File: config.mk
export PLATFORM = sky130hd
export DESIGN_NAME = pc_sequencer
export DESIGN_NICKNAME = d
export VERILOG_FILES = /design/src/rtl/pc_sequencer.sv
export SDC_FILE = /design/constraint.sdc
export NUM_CORES = 1
export LEC_CHECK = 0
export ABC_AREA = 1
export ABC_CLOCK_PERIOD_IN_PS = 3800
export CORE_UTILIZATION = 47
export CTS_BUF_LIST = sky130_fd_sc_hd__clkbuf_4
export CTS_CLUSTER_SIZE = 12
export DETAILED_ROUTE_END_ITERATION = 10
export HOLD_SLACK_MARGIN = 0.06
export PLACE_DENSITY = 0.95
export SYNTH_ARGS = -nofsm -noshare
export SYNTH_HDL_FRONTEND = slang
export SYNTH_SLANG_ARGS = --single-unit
File: constraint.sdc
create_clock -name clk -period 3.8 [get_ports clk]
set_input_delay 1.14 -clock clk [delete_from_list [all_inputs] [get_ports clk]]
set_output_delay 1.14 -clock clk [all_outputs]
set_load 0.01 [all_outputs]
File: src/rtl/pc_sequencer.sv
// Program-counter sequencer: fetch/execute control FSM driving PC load/hold commands.
// Optional single-step mode (PAUSE state, step input) is enabled by defining SINGLE_STEP_EN.
module pc_sequencer #(
  parameter int AW   = 16,
  parameter int OFFW = 8,
  parameter int CW   = 16
) (
  input  logic                   clk,
  input  logic                   start,
  input  logic                   go,
  input  logic                   instr_valid,
  input  logic                   is_halt,
  input  logic                   is_branch,
  input  logic                   br_cond,
  input  logic                   is_jump,
  input  logic signed [OFFW-1:0] br_offset,
  input  logic [AW-1:0]          jump_target,
  input  logic                   exec_busy,
  input  logic [AW-1:0]          pc_cur,
  output logic                   start_pc,
  output logic                   halt_pc,
  output logic                   br_taken_pc,
  output logic                   j_taken_pc,
  output logic [AW-1:0]          next_addr_pc,
  output logic                   fetch_req,
  output logic                   done,
  output logic [CW-1:0]          instr_count,
`ifdef SINGLE_STEP_EN
  input  logic                   step,
  output logic [2:0]             state_o
`else
  output logic [1:0]             state_o
`endif
);

`ifdef SINGLE_STEP_EN
  localparam int SW = 3;
  typedef enum logic [SW-1:0] {IDLE = 3'd0, FETCH = 3'd1, EXEC = 3'd2, DONE = 3'd3,
                               PAUSE = 3'd4} state_t;
`else
  localparam int SW = 2;
  typedef enum logic [SW-1:0] {IDLE = 2'd0, FETCH = 2'd1, EXEC = 2'd2, DONE = 2'd3} state_t;
`endif

  state_t               state_q;
  state_t               state_d;
  logic                 retire;
  logic [CW-1:0]        count_q;
  logic signed [AW-1:0] br_off_ext;
  logic [AW-1:0]        br_target;

  function automatic logic [CW-1:0] sat_inc(input logic [CW-1:0] v);
    return (&v) ? v : v + 1'b1;
  endfunction

  assign br_off_ext = {{(AW-OFFW){br_offset[OFFW-1]}}, br_offset};
  assign br_target  = pc_cur + br_off_ext;

  always_comb begin
    state_d      = state_q;
    retire       = 1'b0;
    start_pc     = 1'b0;
    halt_pc      = 1'b1;
    br_taken_pc  = 1'b0;
    j_taken_pc   = 1'b0;
    next_addr_pc = pc_cur;
    fetch_req    = 1'b0;
    done         = 1'b0;
    if (start) begin
      // Restart overrides everything, including an in-flight retire.
      start_pc = 1'b1;
      halt_pc  = 1'b0;
      state_d  = IDLE;
    end else begin
      case (state_q)
        IDLE: if (go) state_d = FETCH;
        FETCH: begin
          fetch_req = 1'b1;
          if (instr_valid) state_d = EXEC;
        end
        EXEC: begin
          if (!exec_busy) begin
            retire = 1'b1;
            if (is_halt) begin
              state_d = DONE;
            end else begin
              halt_pc = 1'b0;
`ifdef SINGLE_STEP_EN
              state_d = PAUSE;
`else
              state_d = FETCH;
`endif
              if (is_jump) begin
                j_taken_pc   = 1'b1;
                next_addr_pc = jump_target;
              end else if (is_branch && br_cond) begin
                br_taken_pc  = 1'b1;
                next_addr_pc = br_target;
              end
            end
          end
        end
        DONE: done = 1'b1;
`ifdef SINGLE_STEP_EN
        PAUSE: if (step) state_d = FETCH;
`endif
        default: state_d = IDLE;
      endcase
    end
  end

  always_ff @(posedge clk) begin
    if (start) begin
      state_q <= IDLE;
      count_q <= '0;
    end else begin
      state_q <= state_d;
      if (retire) count_q <= sat_inc(count_q);
    end
  end

  assign instr_count = count_q;
  assign state_o     = state_q;

endmodule

== Yosys cells after proc, flatten, opt, wreduce, memory -nomap -nowiden ==
Cells that the tools add are included.

* Logic and storage cells: 51
* Bits of input ports: 49
* Register bits after elaboration: 18
* Output and inout bits: 40

* Reduce and logical (&&, ||, !) cells: 6
* Eq/ne operators: 6
* Bitwise logic cells: 1
* Add/subtract/negate cells: 2
* Multiplexer cells: 34

{| class="wikitable"
|+ Operators by type and width
! operator !! number
|-
| $mux 16 || 6
|-
| $mux 1 || 23
|-
| $add 16x1->16 const B || 1
|-
| $add 16x16->16 || 1
|-
| $reduce_and 16->1 || 1
|-
| $mux 2 || 4
|-
| $ne 2x2->1 const B || 3
|-
| $pmux 2 s3 || 1
|-
| $eq 2x2->1 const B || 2
|-
| $reduce_and 4->1 || 1
|-
| $reduce_bool 3->1 || 1
|-
| $eq 2x1->1 const B || 1
|-
| $logic_not 2->1 || 1
|-
| $reduce_and 2->1 || 1
|-
| $logic_and 1x1->1 || 1
|-
| $not 1->1 || 1
|}

== Longest topological paths before layout ==
Gate-level depths: netlist (run 1).

* Depth in word-level cells: 7
* Gate-level depth with buffers: 12
* Depth with buffers taken out: 12

== Least setup slack after synthesis (run 1) ==
No wires, ideal clock.

* Kind: input port to output port
* Start point: input br_offset[0]
* End point: output next_addr_pc[8]
* Cell stages on the path: 10
* Slack: 164 ps
* Required time: 2,660 ps
* Arrival: 2,496 ps
* Buffers on the path: 0
* Path through: ha_1 -> fa_1 -> nand2_1 -> nand2_1 -> and2_2 -> nand2_1 -> nand3_1 -> nand2_1 -> nand3_1 -> a21oi_1

* Cells in the longest elaborated chain, start to end: 7

{| class="wikitable"
|+ RTL lines
! item !! RTL line !! RTL
|-
| start, declared || 16 || <nowiki>input logic signed [OFFW-1:0] br_offset,</nowiki>
|-
| $add 16x16->16 || 57 || <nowiki>assign br_target = pc_cur + br_off_ext;</nowiki>
|-
| $mux 16 || 96 || <nowiki>end else if (is_branch && br_cond) begin</nowiki>
|-
| $mux 16 || 93 || <nowiki>if (is_jump) begin</nowiki>
|-
| $mux 16 || 84 || <nowiki>if (is_halt) begin</nowiki>
|-
| $mux 16 || 82 || <nowiki>if (!exec_busy) begin</nowiki>
|-
| $mux 16 || 75 || <nowiki>case (state_q)</nowiki>
|-
| $mux 16 || 69 || <nowiki>if (start) begin</nowiki>
|-
| end, declared || 24 || <nowiki>output logic [AW-1:0] next_addr_pc,</nowiki>
|}

Every way passes these cells.

== Worst setup path in the final report (run 1) ==
* Start point: input br_offset[7]
* End point: output next_addr_pc[12]

The elaborated chain is that of the path after synthesis.

==> results of run 1 <==
[synthesized netlist by cell type, types with 2 or more instances]
master | count | area (um2)
sky130_fd_sc_hd__dfxtp_1 | 18 | 360.4
sky130_fd_sc_hd__nand3b_1 | 2 | 15.01
sky130_fd_sc_hd__inv_1 | 56 | 210.2
sky130_fd_sc_hd__nand3_1 | 36 | 180.2
sky130_fd_sc_hd__nor3_2 | 2 | 20.02
sky130_fd_sc_hd__a22oi_1 | 7 | 52.55
sky130_fd_sc_hd__o21ai_0 | 7 | 35.03
sky130_fd_sc_hd__a21oi_1 | 34 | 170.2
sky130_fd_sc_hd__nor3_1 | 14 | 70.07
sky130_fd_sc_hd__nand2_2 | 2 | 12.51
sky130_fd_sc_hd__nand2_1 | 142 | 533.0
sky130_fd_sc_hd__nor2_8 | 2 | 40.04
sky130_fd_sc_hd__o22ai_1 | 3 | 18.77
sky130_fd_sc_hd__ha_1 | 21 | 262.8
sky130_fd_sc_hd__or2_2 | 7 | 43.79
sky130_fd_sc_hd__buf_6 | 3 | 33.78
sky130_fd_sc_hd__xnor2_1 | 4 | 35.03
sky130_fd_sc_hd__nand4_1 | 3 | 18.77
sky130_fd_sc_hd__inv_2 | 4 | 15.01
sky130_fd_sc_hd__buf_2 | 2 | 10.01
sky130_fd_sc_hd__xor2_1 | 6 | 52.55
sky130_fd_sc_hd__nor2_1 | 43 | 161.4
sky130_fd_sc_hd__clkinv_1 | 2 | 7.510
[per-stage QoR]
| step | total power [mW] | std cells | worst slack (ns) | TNS [ns] |
|---|---|---|---|---|
| 3_3_place_gp | 0.6227 | 613 | -0.7776 | -10.99 |
| 4_1_cts | 0.7804 | 628 | 0.0002902 | 0 |
| 3_5_place_dp | 0.6459 | 613 | -0.8450 | -11.59 |
| 6_report | 0.8284 | 628 | -0.09054 | -0.1390 |
| 5_1_grt | 0.8841 | 628 | -0.1955 | -0.7574 |
| 2_1_floorplan | 0.4522 | 432 | 0.1635 | 0 |
[worst max-delay path: cells and delay by family]
kind	cells	cell delay, ns
fa+ha+maj	1	0.31
buf+inv	3	0.36
simple gates	7	0.93
[cell type report]
type / count / area (um2) / area share (%)
multi-input combinational: 344 / 2246 / 55.80
timing repair buffer: 129 / 1064 / 26.42
sequential: 18 / 360.3 / 8.952
inverter: 63 / 241.5 / 5.999
tap: 70 / 87.58 / 2.176
clock buffer: 3 / 22.52 / 0.5595
clock inverter: 1 / 3.754 / 0.09325
[layer usage]
layer / share of wire (%) / track usage, %
met3: 5.1 / 2.575
met2: 52 / 63.76
met4: 6.0 / 20.55
met5: 0 / 0
met1: 36 / 35.34
[registers in the layout, indices dropped and copies added, names as in the netlist]
signal	flops
instr_count	16
state_o	2
[cells by family after synthesis]
family                   Yosys count
buffers and inverters             70
flip-flops                        18
XOR/XNOR                          10
adder cells (fa/ha/maj)           22
AND/OR/NAND/NOR                  256
AO/OA/AOI/OAI                     56
[final timing paths]
kind                                  end  slack, ns
max                      next_addr_pc[12]      -0.09
min          instr_count[15]$_SDFFE_PP0P_       0.51
max reg2reg  instr_count[13]$_SDFFE_PP0P_       1.69
min reg2reg  instr_count[15]$_SDFFE_PP0P_       0.51
[cell usage in the layout (no fill, tap or decap), types with 5 or more instances in the layout]
master / Yosys / layout
sky130_fd_sc_hd__nand2_4: 1 / 6
sky130_fd_sc_hd__ha_1: 21 / 7
sky130_fd_sc_hd__inv_2: 4 / 10
sky130_fd_sc_hd__xor2_1: 6 / 6
sky130_fd_sc_hd__nand3_1: 36 / 29
sky130_fd_sc_hd__clkdlybuf4s50_1: 0 / 44
sky130_fd_sc_hd__clkbuf_2: 0 / 18
sky130_fd_sc_hd__nand2_2: 2 / 29
sky130_fd_sc_hd__nor3_1: 14 / 9
sky130_fd_sc_hd__nor3_2: 2 / 6
sky130_fd_sc_hd__buf_6: 3 / 5
sky130_fd_sc_hd__dlygate4sd2_1: 0 / 9
sky130_fd_sc_hd__buf_2: 2 / 11
sky130_fd_sc_hd__dfxtp_1: 18 / 18
sky130_fd_sc_hd__buf_4: 1 / 37
sky130_fd_sc_hd__a21oi_2: 1 / 10
sky130_fd_sc_hd__a22oi_1: 7 / 7
sky130_fd_sc_hd__nor2_1: 43 / 41
sky130_fd_sc_hd__nand2_1: 142 / 110
sky130_fd_sc_hd__nand3_2: 0 / 6
sky130_fd_sc_hd__inv_1: 56 / 50
sky130_fd_sc_hd__a21oi_1: 34 / 25
sky130_fd_sc_hd__ha_4: 0 / 14
sky130_fd_sc_hd__o21ai_0: 7 / 6
[what timing repair did]
action	4_1_cts	5_1_grt
gates resized for setup	154	80
endpoints found under the setup margin	18	17
setup buffers	10	0
cloned	1	0
pin swaps	25	40
[power by group through the flow]
stage | clock network, mW | logic (mW) | registers, mW
2_1_floorplan | 0 | 0.230 | 0.222
3_3_place_gp | 0 | 0.403 | 0.219
3_5_place_dp | 0 | 0.426 | 0.220
4_1_cts | 0.101 | 0.463 | 0.216
5_1_grt | 0.109 | 0.556 | 0.219
6_report | 0.0987 | 0.512 | 0.218
==> results.toml, run 1 <==
[placement]
placed_cell_area_um2 = 3615
place_hpwl_mm = 6.274
place_congestion = 0.9204
io_buffer_count = 88

[outcome]
status = "complete, but fails checks"
failing_checks = "setup timing"

[power]
switching_share_pct = 43.09
net-switching-power_uw = 357.0
comb_power_share_pct = 61.8
power_frac_seq_pct = 26.3
leakage_power_total_nw = 1.874
internal_power_uw = 471.5
power_per_cell_area_nw_per_um2 = 205.8
p_clk_share_pct = 11.9
vdd.ir_drop.worst_uv = 136.8

[global_route]
grt_start_max_net_pins = 22
grt_pass1_vias = 3358
global_route.overflow_total = 0
globalRouteTotalUtil_pct = 33.46
grt_antenna_before_repair = 0
grt_pass1_wl_mm = 14.46

[yosys]
synthesis.yosys.warnings = 0
ys.flop_type = "sky130_fd_sc_hd__dfxtp_1"
muxShareOfSynthArea_pct = 0
synthAdderAreaFrac_pct = 11.42
postSynth.asyncResetShare_pct = 0
syn_area_um2 = 2476
postSynthRegisterBits = 18
synth_nets = 503
synth-seq-area-share_pct = 14.55
postSynthCellCount = 432
synth_edf_count = 0
synth_compound_area_share_pct = 12.89
synth.avg_cell_area_um2 = 5.732
synth-simple-area-share_pct = 45.63
synth_top_family_by_area = "simple AND/OR/NAND/NOR gates"
synth.lib_cells_used.distinct = 35
xor_xnor_fraction_of_synth_area_pct = 3.537

[clock_network]
clkSinkCount = 18
cts.hold.buffers_added = 0
clockBufferDepth = 2
cts_tree = "built"
clock-root-buffer = "sky130_fd_sc_hd__clkbuf_4"
h-tree-depth = 1
clk_pin_slew_worst_paths_ns = 0.10
clkLatencyLatePin_ns = 0.30
cts-buffers-inserted = 3

[timing]
finalHoldViolCount = 0
fmax_mhz = 257.0
post-route-period-util_pct = 102.4
layout_setup_ws_ns = -0.09054
finalSetupViolCount = 5
holdWs_ns = 0.5081
timing.clock.skew_ns = 0.006289
tightestPinTransition_ns = 0.4024
slew-limit-headroom_pct = 73.07
rsz_0062_raised_after_global_routing = "true"
finalMaxSlewViolations = 0
fin_crit_ns = 3.891

[floorplan]
start_util_pct = 48.79
die-area_um2 = 5563
io-pin-count = 89
floorplan.rows = 26
die-height_um = 74.59
fp.dieW_um = 74.59
placeableCoreArea_um2 = 5075

[route]
drt_first_pass_iters = 8
drt_drc_violations_left = 0
final_antenna_net_count = 0
via_density_per_instance = 5.608
overall_via_count_from_detail_route = 3522
wire_per_inst_um = 15.50
drtIter0Drc = 233
postRouteWirelength_mm = 9.736

[min_path]
holdPathStages = 2
holdCritPathClass = "reg -> reg"
hold_wc_startpoint = "instr_count[15]$_SDFFE_PP0P_"

[worst_setup_path]
timing.rr.start = "instr_count[0]$_SDFFE_PP0P_"
criticalPathCategory = "in -> out"
crit_start = "br_offset[7]"
critical_path.startpoint_type = "primary input"
worst_setup_path_end_kind = "output port"
critPathMostFrequentCell = "sky130_fd_sc_hd__nand2_1"
slowest_delay_ns = 0.31
worstPathCellList = "buf_6 > buf_8 > ha_4 > nand2_1 > nor2_2 > nand2_1 > nand4_1 > nand3_1 > nand2_1 > nand2_1 > buf_6"
critical_path.slowest_cell = "sky130_fd_sc_hd__ha_4"
worst-endpoint-arrival_ns = 2.75
ff2ff_path_depth = 8
path_max_fanout = 5
cp_data_required_time_ns = 2.66

[finish]
post_route_cells_drive_above_1_share_pct = 32.26
final_nets = 630
filler_cell_count = 337
design_area_um2 = 4025
diodes = 0
final_core_util_pct = 79.31
area.growth.synth_to_final_pct = 62.56

[run]
drv_cap = 0
Note: power is estimated with default switching activity, not from simulation.
==> run 2, diff against run 1 <==
--- a/config.mk
+++ b/config.mk
@@ -6,7 +6,7 @@
 export NUM_CORES = 1
 export LEC_CHECK = 0
 export ABC_AREA = 1
-export ABC_CLOCK_PERIOD_IN_PS = 3800
+export ABC_CLOCK_PERIOD_IN_PS = 4200
 export CORE_UTILIZATION = 47
 export CTS_BUF_LIST = sky130_fd_sc_hd__clkbuf_4
 export CTS_CLUSTER_SIZE = 12
==> constraint.sdc (replaced) <==
create_clock -name clk -period 4.2 [get_ports clk]
set_input_delay 1.26 -clock clk [delete_from_list [all_inputs] [get_ports clk]]
set_output_delay 1.26 -clock clk [all_outputs]
set_load 0.01 [all_outputs]
==> run 2 against run 1 <==
  * The run now ends clean
  * Critical path depth shrank 3
  * Cell area decreased by 2.1%
  * Wire length down 4.1%
  * Setup slack better by 0.15 ns
  * Largest cell class unchanged
  * Hold slack improved by 0.0069 ns
  * Final cell count grew 0.64%
  * Sequential power is 10% lower
  * Non-clock buffer count increased by 4
  * Count of clock-buffer cells in the layout stayed put
==> results.toml, run 2 (synthesis gave the netlist of run 1 again) <==
[timing]
finalSetupViolCount = 0
totalNegativeSetupSlack_ns = 0
rsz_0062_raised_after_global_routing = "true"
fin_crit_ns = 4.138
holdWs_ns = 0.5151
finalHoldViolCount = 0
fmax_mhz = 241.7
timing.clock.skew_ns = 0.01253
tightestPinTransition_ns = 0.4145
post-route-period-util_pct = 98.53
finalMaxSlewViolations = 0
slew-limit-headroom_pct = 72.37

[worst_setup_path]
path_max_fanout = 6
cpLargestDelayFamily = "buffers and inverters"
criticalPathCategory = "in -> out"
worst-endpoint-arrival_ns = 2.88
register_to_register_path_setup_slack_ns = 2.13
rr_endpoint = "instr_count[13]$_SDFFE_PP0P_"
worstPathCellList = "dlygate4sd2_1 > nor3_4 > nand2_4 > nor2_8 > nand2_2 > buf_4 > inv_1 > clkdlybuf4s50_1"
worst_setup_path_end_kind = "output port"
slowest_delay_ns = 0.53
ff2ff_path_depth = 8
critical_path.startpoint_type = "primary input"
cp_data_required_time_ns = 2.94
worst-path-buf-inv = 4
timing.rr.start = "instr_count[0]$_SDFFE_PP0P_"
critical_path.slowest_cell = "sky130_fd_sc_hd__clkdlybuf4s50_1"

[clock_network]
h-tree-depth = 1
clkLatencyLatePin_ns = 0.31
clk_pin_slew_worst_paths_ns = 0.11
cts_tree = "built"
clock-root-buffer = "sky130_fd_sc_hd__clkbuf_4"
cts-buffers-inserted = 3
clkSinkCount = 18
cts.hold.buffers_added = 0
clockBufferDepth = 2

[route]
overall_via_count_from_detail_route = 3468
final_antenna_net_count = 0
via_density_per_instance = 5.487
drt_first_pass_iters = 6
postRouteWirelength_mm = 9.341
drtIter0Drc = 187
wire_per_inst_um = 14.78
drt_drc_violations_left = 0

[finish]
final_nets = 634
multi_input_area_um2 = 2086
post_route_cells_drive_above_1_share_pct = 23.49
diodes = 0
design_area_um2 = 3943
leading_cell_type_in_the_layout_fill_and_taps_excluded = "sky130_fd_sc_hd__nand2_1"
filler_cell_count = 369
area.growth.synth_to_final_pct = 59.22
register_area_um2 = 360.3
most-common-layout-cells = "sky130_fd_sc_hd__nand2_1 (124), sky130_fd_sc_hd__inv_1 (54), sky130_fd_sc_hd__clkdlybuf4s50_1 (47), sky130_fd_sc_hd__nor2_1 (42), sky130_fd_sc_hd__buf_4 (42)"
flip_flop_count_of_the_largest_register_all_copies_and_words_added = 16

[placement]
placed_cell_area_um2 = 3615
place_congestion = 0.9204
place_hpwl_mm = 6.227
io_buffer_count = 88

[floorplan]
io-pin-count = 89
die-height_um = 74.59
start_util_pct = 48.79
placeableCoreArea_um2 = 5075
fp.dieW_um = 74.59
die-area_um2 = 5563
floorplan.rows = 26

[min_path]
holdPathEnd = "instr_count[15]$_SDFFE_PP0P_"
holdPathStages = 2
holdCritPathClass = "reg -> reg"
hold_wc_startpoint = "instr_count[15]$_SDFFE_PP0P_"

[global_route]
global_route.overflow_total = 0
grt_start_max_net_pins = 22
globalRouteTotalUtil_pct = 33.02
grt_pass1_wl_mm = 14.26
grt_pass1_vias = 3384
grt_antenna_before_repair = 0

[power]
leakage_power_total_nw = 1.875
finalPower_uw = 734.5
power_per_cell_area_nw_per_um2 = 186.3
vdd.ir_drop.worst_uv = 92.71

[run]
drv_cap = 0

[outcome]
status = "finished, final reports clean"
## run 2: changes by cell type in the layout (fill, tap and decap cells not counted), moves of 8 or more
cell and delta:
sky130_fd_sc_hd__nand2_1 +14, sky130_fd_sc_hd__clkbuf_2 -13, sky130_fd_sc_hd__nand2_2 -9, sky130_fd_sc_hd__dlygate4sd2_1 +8
## run 2: worst max path at each step
stage	slack, ns	cells after the start	endpoint	start
after floorplan	0.32	10	next_addr_pc[8]	br_offset[0]
after global placement	-0.62	12	next_addr_pc[12]	pc_cur[0]
final	0.06	8	br_taken_pc	exec_busy
after detailed placement	-0.70	12	next_addr_pc[12]	br_offset[0]
after global routing	-0.01	13	next_addr_pc[14]	br_offset[1]
after CTS	-0.10	10	next_addr_pc[7]	br_offset[4]
## run 2: per-stage QoR
step                      worst slack, ns  util [%]  std cells
after floorplan                    0.3235         -        432
after global placement            -0.6166     71.23        613
after detailed placement          -0.6983     71.23        613
after CTS                         -0.1044     76.31        628
after global routing             -0.01005     77.69        632
final                             0.06187     77.69        632
## run 2: area by class of cell
type / count / area share (%)
Clock inverter: 1 / 0.09521
Inverter: 63 / 6.125
Sequential cell: 18 / 9.140
Multi-Input combinational cell: 344 / 52.90
Clock buffer: 3 / 0.5712
Tap cell: 70 / 2.222
Timing Repair Buffer: 133 / 28.94
## run 2: what timing repair did
item / CTS / global route
cloned: 1 / 0
endpoints found under the setup margin: 18 / 14
pin swaps: 15 / 15
resized for setup: 112 / 29
setup buffers: 10 / 4
## run 2: worst min-delay path, stage by stage, from the launching register on
cell and delay [ns]:
sky130_fd_sc_hd__dfxtp_1 0.35, sky130_fd_sc_hd__nand2_1 0.07, sky130_fd_sc_hd__a21oi_1 0.06
## run 2: report_power, final
| group | internal, mW | switching, mW | total (mW) | leakage, nW |
|---|---|---|---|---|
| Clock | 0.0347 | 0.0556 | 0.0903 | 0.0154 |
| Sequential | 0.181 | 0.0152 | 0.196 | 0.145 |
| Combinational | 0.208 | 0.240 | 0.448 | 1.71 |
## run 2: per-layer routing
layer | routed length [um] | GRT usage (%) | share of wire, % | vias up
met5 | 0 | 0 | 0 | -
met4 | 456 | 18.87 | 4.9 | 0
met3 | 632 | 3.659 | 6.8 | 49
met2 | 5020 | 65.17 | 54 | 211
met1 | 3231 | 32.93 | 35 | 1556
li1 | - | - | - | 1652
